File: src/rtl/xilinx_primitive_pkg.sv
// -----------------------------------------------------------------------------
// xilinx_primitive_pkg
// Shared types and elaboration helpers for the inferred Xilinx-style primitives.
//   fifo_mode_e  : read-side mode of xilinx_fifo_sync (standard / FWFT)
//   fifo_cnt_w   : width of a FIFO occupancy count / wrap-bit pointer
//   is_pow2      : power-of-two test for DEPTH parameter checks
// -----------------------------------------------------------------------------
package xilinx_primitive_pkg;

    typedef enum logic {
        FIFO_STD,
        FIFO_FWFT
    } fifo_mode_e;

    function automatic int unsigned fifo_cnt_w(input int unsigned depth);
        return $clog2(depth) + 1;
    endfunction

    function automatic bit is_pow2(input int unsigned depth);
        return (depth != 0) && ((depth & (depth - 1)) == 0);
    endfunction

endpackage

File: src/rtl/xilinx_fifo_fwft_stage.sv
// -----------------------------------------------------------------------------
// xilinx_fifo_fwft_stage
// One-entry output register for first-word-fall-through reads. It pulls the
// head word out of the RAM whenever it is empty or being popped, so a pop and
// the presentation of the next word happen on the same edge.
// Ports:
//   clk, rst     : clock, asynchronous active-high reset
//   ram_empty    : registered "RAM holds no word" flag
//   pop          : accepted read of the presented word (only while valid)
//   ram_rdata    : RAM word at the current read pointer
//   ram_rd       : advance the RAM read pointer (word is loaded here)
//   valid_nxt    : next-state valid bit, feeds the parent's EMPTY register
//   dout         : presented word; holds its value while not valid
// -----------------------------------------------------------------------------
module xilinx_fifo_fwft_stage #(
    parameter int unsigned           DATA_WIDTH = 8,
    parameter logic [DATA_WIDTH-1:0] SRVAL      = '0
) (
    input  logic                  clk,
    input  logic                  rst,
    input  logic                  ram_empty,
    input  logic                  pop,
    input  logic [DATA_WIDTH-1:0] ram_rdata,
    output logic                  ram_rd,
    output logic                  valid_nxt,
    output logic [DATA_WIDTH-1:0] dout
);

    logic valid;

    always_comb begin
        ram_rd    = !ram_empty && (!valid || pop);
        valid_nxt = ram_rd || (valid && !pop);
    end

    always_ff @(posedge clk or posedge rst) begin
        if (rst) begin
            valid <= 1'b0;
            dout  <= SRVAL;
        end else begin
            valid <= valid_nxt;
            if (ram_rd) begin
                dout <= ram_rdata;
            end
        end
    end

endmodule

File: src/rtl/xilinx_fifo_sync.sv
// -----------------------------------------------------------------------------
// xilinx_fifo_sync
// Single-clock FIFO with inferred storage, exact occupancy count, standard or
// first-word-fall-through read mode, almost flags and error strobes.
// Optional feature macro: XILINX_FIFO_SYNC_PROG_THRESH_EN adds runtime
// AE_THRESH / AF_THRESH ports that replace the almost-flag offsets.
// Ports:
//   CLK, RST     : rising-edge clock, asynchronous active-high reset
//   DI, WREN     : write data / write enable (dropped while FULL)
//   RDEN         : read enable (FWFT: pop of the word shown on DO)
//   DO           : read data, SRVAL after reset
//   EMPTY, FULL  : no readable word / COUNT==DEPTH
//   ALMOSTEMPTY  : COUNT <= empty threshold
//   ALMOSTFULL   : COUNT >= DEPTH - full threshold
//   COUNT        : words held, including the FWFT output word
//   WRERR, RDERR : one-cycle strobes for a rejected WREN / RDEN
//   AE_THRESH, AF_THRESH (macro only) : runtime thresholds
// -----------------------------------------------------------------------------
module xilinx_fifo_sync
    import xilinx_primitive_pkg::*;
#(
    parameter int unsigned           DATA_WIDTH              = 8,
    parameter int unsigned           DEPTH                   = 512,
    parameter int unsigned           ALMOST_EMPTY_OFFSET     = 16,
    parameter int unsigned           ALMOST_FULL_OFFSET      = 16,
    parameter string                 FIRST_WORD_FALL_THROUGH = "FALSE",
    parameter logic [DATA_WIDTH-1:0] SRVAL                   = '0
) (
    input  logic                          CLK,
    input  logic                          RST,
    input  logic [DATA_WIDTH-1:0]         DI,
    input  logic                          WREN,
    input  logic                          RDEN,
    output logic [DATA_WIDTH-1:0]         DO,
    output logic                          EMPTY,
    output logic                          FULL,
    output logic                          ALMOSTEMPTY,
    output logic                          ALMOSTFULL,
    output logic [fifo_cnt_w(DEPTH)-1:0]  COUNT,
    output logic                          WRERR,
    output logic                          RDERR
`ifdef XILINX_FIFO_SYNC_PROG_THRESH_EN
    ,
    input  logic [$clog2(DEPTH)-1:0]      AE_THRESH,
    input  logic [$clog2(DEPTH)-1:0]      AF_THRESH
`endif
);

    localparam int unsigned AW   = $clog2(DEPTH);
    localparam int unsigned CW   = fifo_cnt_w(DEPTH);
    localparam fifo_mode_e  MODE = (FIRST_WORD_FALL_THROUGH == "TRUE") ? FIFO_FWFT : FIFO_STD;

    // Elaboration-time parameter checks
    if (DATA_WIDTH < 1 || DATA_WIDTH > 1024) begin : g_chk_dw
        $error("xilinx_fifo_sync: DATA_WIDTH must be 1..1024");
    end
    if (DEPTH < 4 || !is_pow2(DEPTH)) begin : g_chk_depth
        $error("xilinx_fifo_sync: DEPTH must be a power of two >= 4");
    end
    if (ALMOST_EMPTY_OFFSET < 1 || ALMOST_EMPTY_OFFSET > DEPTH - 2) begin : g_chk_ae
        $error("xilinx_fifo_sync: ALMOST_EMPTY_OFFSET must be 1..DEPTH-2");
    end
    if (ALMOST_FULL_OFFSET < 1 || ALMOST_FULL_OFFSET > DEPTH - 2) begin : g_chk_af
        $error("xilinx_fifo_sync: ALMOST_FULL_OFFSET must be 1..DEPTH-2");
    end
    if (FIRST_WORD_FALL_THROUGH != "TRUE" && FIRST_WORD_FALL_THROUGH != "FALSE") begin : g_chk_mode
        $error("xilinx_fifo_sync: FIRST_WORD_FALL_THROUGH must be \"TRUE\" or \"FALSE\"");
    end

    logic [DATA_WIDTH-1:0] mem [DEPTH];
    logic [DATA_WIDTH-1:0] ram_rdata;

    logic [CW-1:0] wptr, rptr, count;
    logic [CW-1:0] wptr_nxt, rptr_nxt, count_nxt;
    logic [CW-1:0] ae_lim, af_lim;
    logic          ram_empty, ram_empty_nxt;
    logic          empty_nxt, ae_nxt;
    logic          wr_acc, rd_acc, ram_rd;

    // Acceptance uses the registered flags; in FWFT mode EMPTY mirrors the
    // output-stage valid bit, so rd_acc is exactly a pop of that word.
    assign wr_acc = WREN && !FULL;
    assign rd_acc = RDEN && !EMPTY;

    assign ram_rdata = mem[rptr[AW-1:0]];

    always_ff @(posedge CLK) begin
        if (wr_acc) begin
            mem[wptr[AW-1:0]] <= DI;
        end
    end

    if (MODE == FIFO_FWFT) begin : g_fwft
        logic valid_nxt;

        xilinx_fifo_fwft_stage #(
            .DATA_WIDTH (DATA_WIDTH),
            .SRVAL      (SRVAL)
        ) u_fwft_stage (
            .clk        (CLK),
            .rst        (RST),
            .ram_empty  (ram_empty),
            .pop        (rd_acc),
            .ram_rdata  (ram_rdata),
            .ram_rd     (ram_rd),
            .valid_nxt  (valid_nxt),
            .dout       (DO)
        );

        assign empty_nxt = !valid_nxt;
    end else begin : g_std
        // Same value as rd_acc; EMPTY and ram_empty are equal in this mode.
        assign ram_rd    = RDEN && !ram_empty;
        assign empty_nxt = ram_empty_nxt;

        always_ff @(posedge CLK or posedge RST) begin
            if (RST) begin
                DO <= SRVAL;
            end else if (ram_rd) begin
                DO <= ram_rdata;
            end
        end
    end

`ifdef XILINX_FIFO_SYNC_PROG_THRESH_EN
    assign ae_lim = CW'(AE_THRESH);
    assign af_lim = CW'(DEPTH) - CW'(AF_THRESH);
`else
    assign ae_lim = CW'(ALMOST_EMPTY_OFFSET);
    assign af_lim = CW'(DEPTH - ALMOST_FULL_OFFSET);
`endif

    always_comb begin
        wptr_nxt      = wptr + CW'(wr_acc);
        rptr_nxt      = rptr + CW'(ram_rd);
        count_nxt     = count + CW'(wr_acc) - CW'(rd_acc);
        ram_empty_nxt = (wptr_nxt == rptr_nxt);
`ifdef XILINX_FIFO_SYNC_PROG_THRESH_EN
        // A zero threshold follows EMPTY exactly, including FWFT latency.
        ae_nxt = (AE_THRESH == '0) ? empty_nxt : (count_nxt <= ae_lim);
`else
        ae_nxt = (count_nxt <= ae_lim);
`endif
    end

    always_ff @(posedge CLK or posedge RST) begin
        if (RST) begin
            wptr        <= '0;
            rptr        <= '0;
            count       <= '0;
            ram_empty   <= 1'b1;
            EMPTY       <= 1'b1;
            FULL        <= 1'b0;
            ALMOSTEMPTY <= 1'b1;
            ALMOSTFULL  <= 1'b0;
            WRERR       <= 1'b0;
            RDERR       <= 1'b0;
        end else begin
            wptr        <= wptr_nxt;
            rptr        <= rptr_nxt;
            count       <= count_nxt;
            ram_empty   <= ram_empty_nxt;
            EMPTY       <= empty_nxt;
            FULL        <= (count_nxt == CW'(DEPTH));
            ALMOSTEMPTY <= ae_nxt;
            ALMOSTFULL  <= (count_nxt >= af_lim);
            WRERR       <= WREN && FULL;
            RDERR       <= RDEN && EMPTY;
        end
    end

    assign COUNT = count;

endmodule

File: config.mk
export PLATFORM = sky130hd
export DESIGN_NAME = xilinx_fifo_sync
export DESIGN_NICKNAME = d
export VERILOG_FILES = /design/src/rtl/xilinx_primitive_pkg.sv /design/src/rtl/xilinx_fifo_fwft_stage.sv /design/src/rtl/xilinx_fifo_sync.sv
export SDC_FILE = /design/constraint.sdc
export NUM_CORES = 2
export LEC_CHECK = 0
export BUFFER_PORTS_ARGS = -buffer_cell sky130_fd_sc_hd__buf_2
export CAP_MARGIN = 30
export CORE_MARGIN = 2
export CORE_UTILIZATION = 45
export DETAILED_ROUTE_END_ITERATION = 7
export PLACE_DENSITY = 0.58
export SETUP_SLACK_MARGIN = 0.4
export SYNTH_ARGS = -nofsm -noshare
export SYNTH_HDL_FRONTEND = slang
export SYNTH_HIERARCHICAL = 1
export SYNTH_SLANG_ARGS = --single-unit
File: constraint.sdc
create_clock -name CLK -period 9.1 [get_ports CLK]
set_clock_uncertainty 0.05 [all_clocks]
set_input_delay 0 -clock CLK [delete_from_list [all_inputs] [get_ports CLK]]
set_output_delay 0 -clock CLK [all_outputs]
set_load 0.01 [all_outputs]
==> results.txt <==
----------------------------------------------------
[Timing]
  Smallest setup slack after layout ... 3.259 ns
  Number of endpoints with negative hold slack in the final report ... 0
  Setup Viol. Count Final ... 0
  Shortest clock period the worst path allows after layout ... 5.841 ns
  Setup TNS ... 0 ns
  Number of max-slew violations in the final report ... 0
  Share of the clock period used by the worst path ... 64.19%
  Highest clock frequency the design can meet ... 171.2 MHz
  Rel. slew slack ... 15.91%
  Pin slew with the least headroom to its limit ... 1.261 ns
  RSZ-0062 raised after global routing ... false

[Synth]
  Part of the Yosys area used for sequential elements ... 76.85%
  Net count after synthesis ... 7614
  Number of library cell types mapped by synthesis ... 97
  Top FF cell, synth ... edfxtp_1
  Combined area of all synthesized cells ... 0.1615 sq mm
  Number of warnings printed during yosys synthesis ... 6
  Async set-or-reset flop fraction in the synthesized netlist ... 1.063%
  Post-Synthesis Cells ... 7589
  Number of enable flip-flop cells after synthesis ... 4096
  Post-synthesis area per instance ... 21.28 sq um
  Post-synthesis sequential element count ... 4140

[Final layout]
  Area growth from synthesis to layout ... 12.26%
  Fill count ... 27900
  Most common cell after layout, fill and taps aside ... edfxtp_1
  Footprint of the multi-input gates ... 0.03455 sq mm
  FF+latch area ... 0.1241 sq mm
  Share of cells above drive strength 1 ... 22.66%
  Post-layout util ... 50.85%
  Layout net count ... 7820
  Highest-count cells in the layout ignoring fill and taps ... edfxtp_1 (4096), mux4_2 (880), nor2_1 (569), clkbuf_16 (434), mux2i_1 (259)

[Place]
  Last weighted congestion value of the routability-driven placer ... 0.8558
  Half-perimeter wire length after detailed placement ... 273600 um
  Count of port buffers added during placement ... 35
  Setup WS pre-CTS ... 3.448 ns

[Floorplanning]
  DIE AREA ... 0.3637 sq mm
  Count of pins on the block boundary ... 36
  Core Region ... 0.3565 sq mm
  Die extent in y ... 603.0 um
  Count of standard-cell rows ... 219
  Die width ... 603.0 um
  Starting density of the core ... 45.30%

[Setup path]
  Worst Setup Start Kind ... flip-flop
  Data required time at the worst endpoint ... 9.87 ns
  Largest driver fanout on the critical path ... 48
  Setup CP Type ... reg2reg
  Capturing element type of the critical path ... flip-flop
  WP data arrival ... 6.61 ns

[Flow run]
  Max-capacitance violation count ... 0

[Clock tree]
  Clk Tree Root Cell ... clkbuf_16
  Insertion delay of the later-clocked pin in the worst-skew pair ... 1.01 ns
  Number of clock sinks ... 4140
  CTS Buf Count ... 428
  CTS HTree Levels ... 5
  Number of resized instances in the post-cts repair step ... 0
  Reg clk slew, reported paths ... 0.06 ns
  Number of buffers between clock root and the deepest sink ... 4
  TritonCTS clock tree ... yes

[Power]
  Power density cells ... 308.2 mW/mm^2
  Maximum ir drop on the vdd rail ... 0.4218 mV
  Leakage power ... 56.42 nW
  Overall Power ... 55.87 mW

[Route]
  DRC violations left ... 0
  Detailed Route WL ... 474400 um
  Detailed-route wire length per cell ... 36.72 um
  DRT iter0 DRCs ... 12600
  Post-detailed-route count of antenna-violating nets ... 0
  Vias after detailed routing ... 81890
  Iteration count of the initial detailed-routing pass ... 6
  Number of vias per cell after detailed routing ... 6.338

[GRT]
  Tot GR Track Use ... 25.81%
  Number of global-route vias before repair ... 80710
  Overflow left after global routing ... 0
  Initial antenna violation count ... 36
  Pin count of the biggest net entering global routing ... 217
  Global-route wire length before repair ... 655700 um

[Run status]
  Status ... finished clean

[Hold path]
  Worst Hold Class ... in2reg

----------------------------------------------------
==> worst paths after layout <==
path                       startpoint          end  slack (ns)  cells past startpoint
setup reg to reg              rptr[1]        DO[2]        3.26                     10
min in group asynchronous         RST     COUNT[0]        0.15                      5
hold / removal                  DI[3]  mem[471][3]        0.03                      2
max in group asynchronous         RST      rptr[5]        8.28                      6
hold reg to reg                  FULL        WRERR        0.45                      1
setup / recovery              rptr[1]        DO[2]        3.26                     10
==> flip-flops by register name, summed over array words and instances, names as in the netlist <==
name         count
RDERR            1
mem           4096
ALMOSTFULL       1
wptr            10
ram_empty        1
DO               8
FULL             1
rptr            10
COUNT           10
ALMOSTEMPTY      1
WRERR            1
==> synthesized netlist by cell type (all sizes together) (6+ instances only) <==
cell type / count / area, sq um
edfxtp: 4096 / 123000
mux4: 950 / 21660
nor2: 573 / 2151
buf: 294 / 2235
mux2i: 259 / 2592
nand2: 210 / 788.3
clkbuf: 184 / 802.0
a22oi: 132 / 996.0
a21oi: 84 / 420.4
o21ai: 75 / 375.4
a221oi: 70 / 644.4
o22ai: 63 / 394.1
nand3: 54 / 275.3
o221ai: 52 / 455.4
dfrtp: 42 / 1051
mux2: 38 / 427.9
a211oi: 33 / 257.7
a31oi: 24 / 150.1
nor3: 24 / 125.1
a22o: 22 / 192.7
inv: 20 / 75.07
xnor2: 18 / 157.7
nand4: 17 / 106.4
and2: 15 / 95.09
nor4: 15 / 93.84
xor2: 15 / 131.4
a2111oi: 13 / 120.1
and3: 13 / 85.08
nor2b: 13 / 81.33
ha: 12 / 150.1
a32oi: 10 / 87.58
a211o: 9 / 78.83
nor3b: 9 / 72.57
nand2b: 8 / 50.05
a221o: 7 / 70.07
o211ai: 7 / 52.55
o32ai: 7 / 61.31
a21o: 6 / 45.04
o31ai: 6 / 45.04
==> metal layers <==
layer / global-route usage [%] / wire (um) / vias up
li1: - / - / 32260
met1: 36.44 / 187600 / 44210
met2: 40.03 / 220300 / 4549
met3: 5.635 / 47710 / 852
met4: 8.779 / 18560 / 16
met5: 0 / 213 / -
==> timing repair <==
| action | CTS | global route |
|---|---|---|
| hold buffers | 18 | 0 |
| buffers inserted | 0 | 0 |
| hold endpoints to repair | 1441 | 0 |
==> per-stage QoR <==
stage | instances | cell area, sq um | hold WS [ns]
after CTS | 12880 | 181000 | 0.004291
after global routing | 12900 | 181200 | 0.02293
after global placement | 12060 | 166600 | 0.1792
after floorplan | 7589 | 161500 | 0.04887
final | 12920 | 181300 | 0.03258
after detailed placement | 12080 | 166800 | 0.1841
==> final cells by class <==
| class | instances | share of cell area (%) |
|---|---|---|
| antenna | 18 | 0.02485 |
| clock buffer | 520 | 6.197 |
| clock inverter | 266 | 1.529 |
| inverter | 22 | 0.05038 |
| multi-input combinational | 2947 | 19.06 |
| sequential | 4140 | 68.47 |
| tap | 4751 | 3.279 |
| timing repair buffer | 256 | 1.391 |
==> worst max-delay path: stages, from the launching register on <==
cell,delay (ns)
dfrtp_4,0.87
buf_4,0.61
buf_4,0.72
mux2_2,0.48
a221oi_1,0.43
buf_4,0.26
a31oi_1,0.12
a32oi_1,0.58
a221oi_1,0.30
nor4_1,0.91
nor3_1,0.14
==> cells by family (layout without fill, tap and decap cells) <==
| group | count (synthesis) | in the layout | synth area share [%] |
|---|---|---|---|
| compound gates | 675 | 675 | 3.067 |
| simple gates | 979 | 979 | 2.565 |
| flops | 4140 | 4140 | 76.85 |
| mux | 1247 | 1247 | 15.28 |
| buf+inv | 502 | 1064 | 1.949 |
| fa+ha+maj | 13 | 13 | 0.1054 |
| xor+xnor | 33 | 33 | 0.1790 |
| other cells | 0 | 18 | 0 |
==> power by group <==
part / switching [mW] / internal, mW
Sequential: 0.360 / 21.1
Combinational: 10.7 / 5.99
Clock: 7.41 / 10.2
No activity file was read; power rests on OpenSTA's default activity.
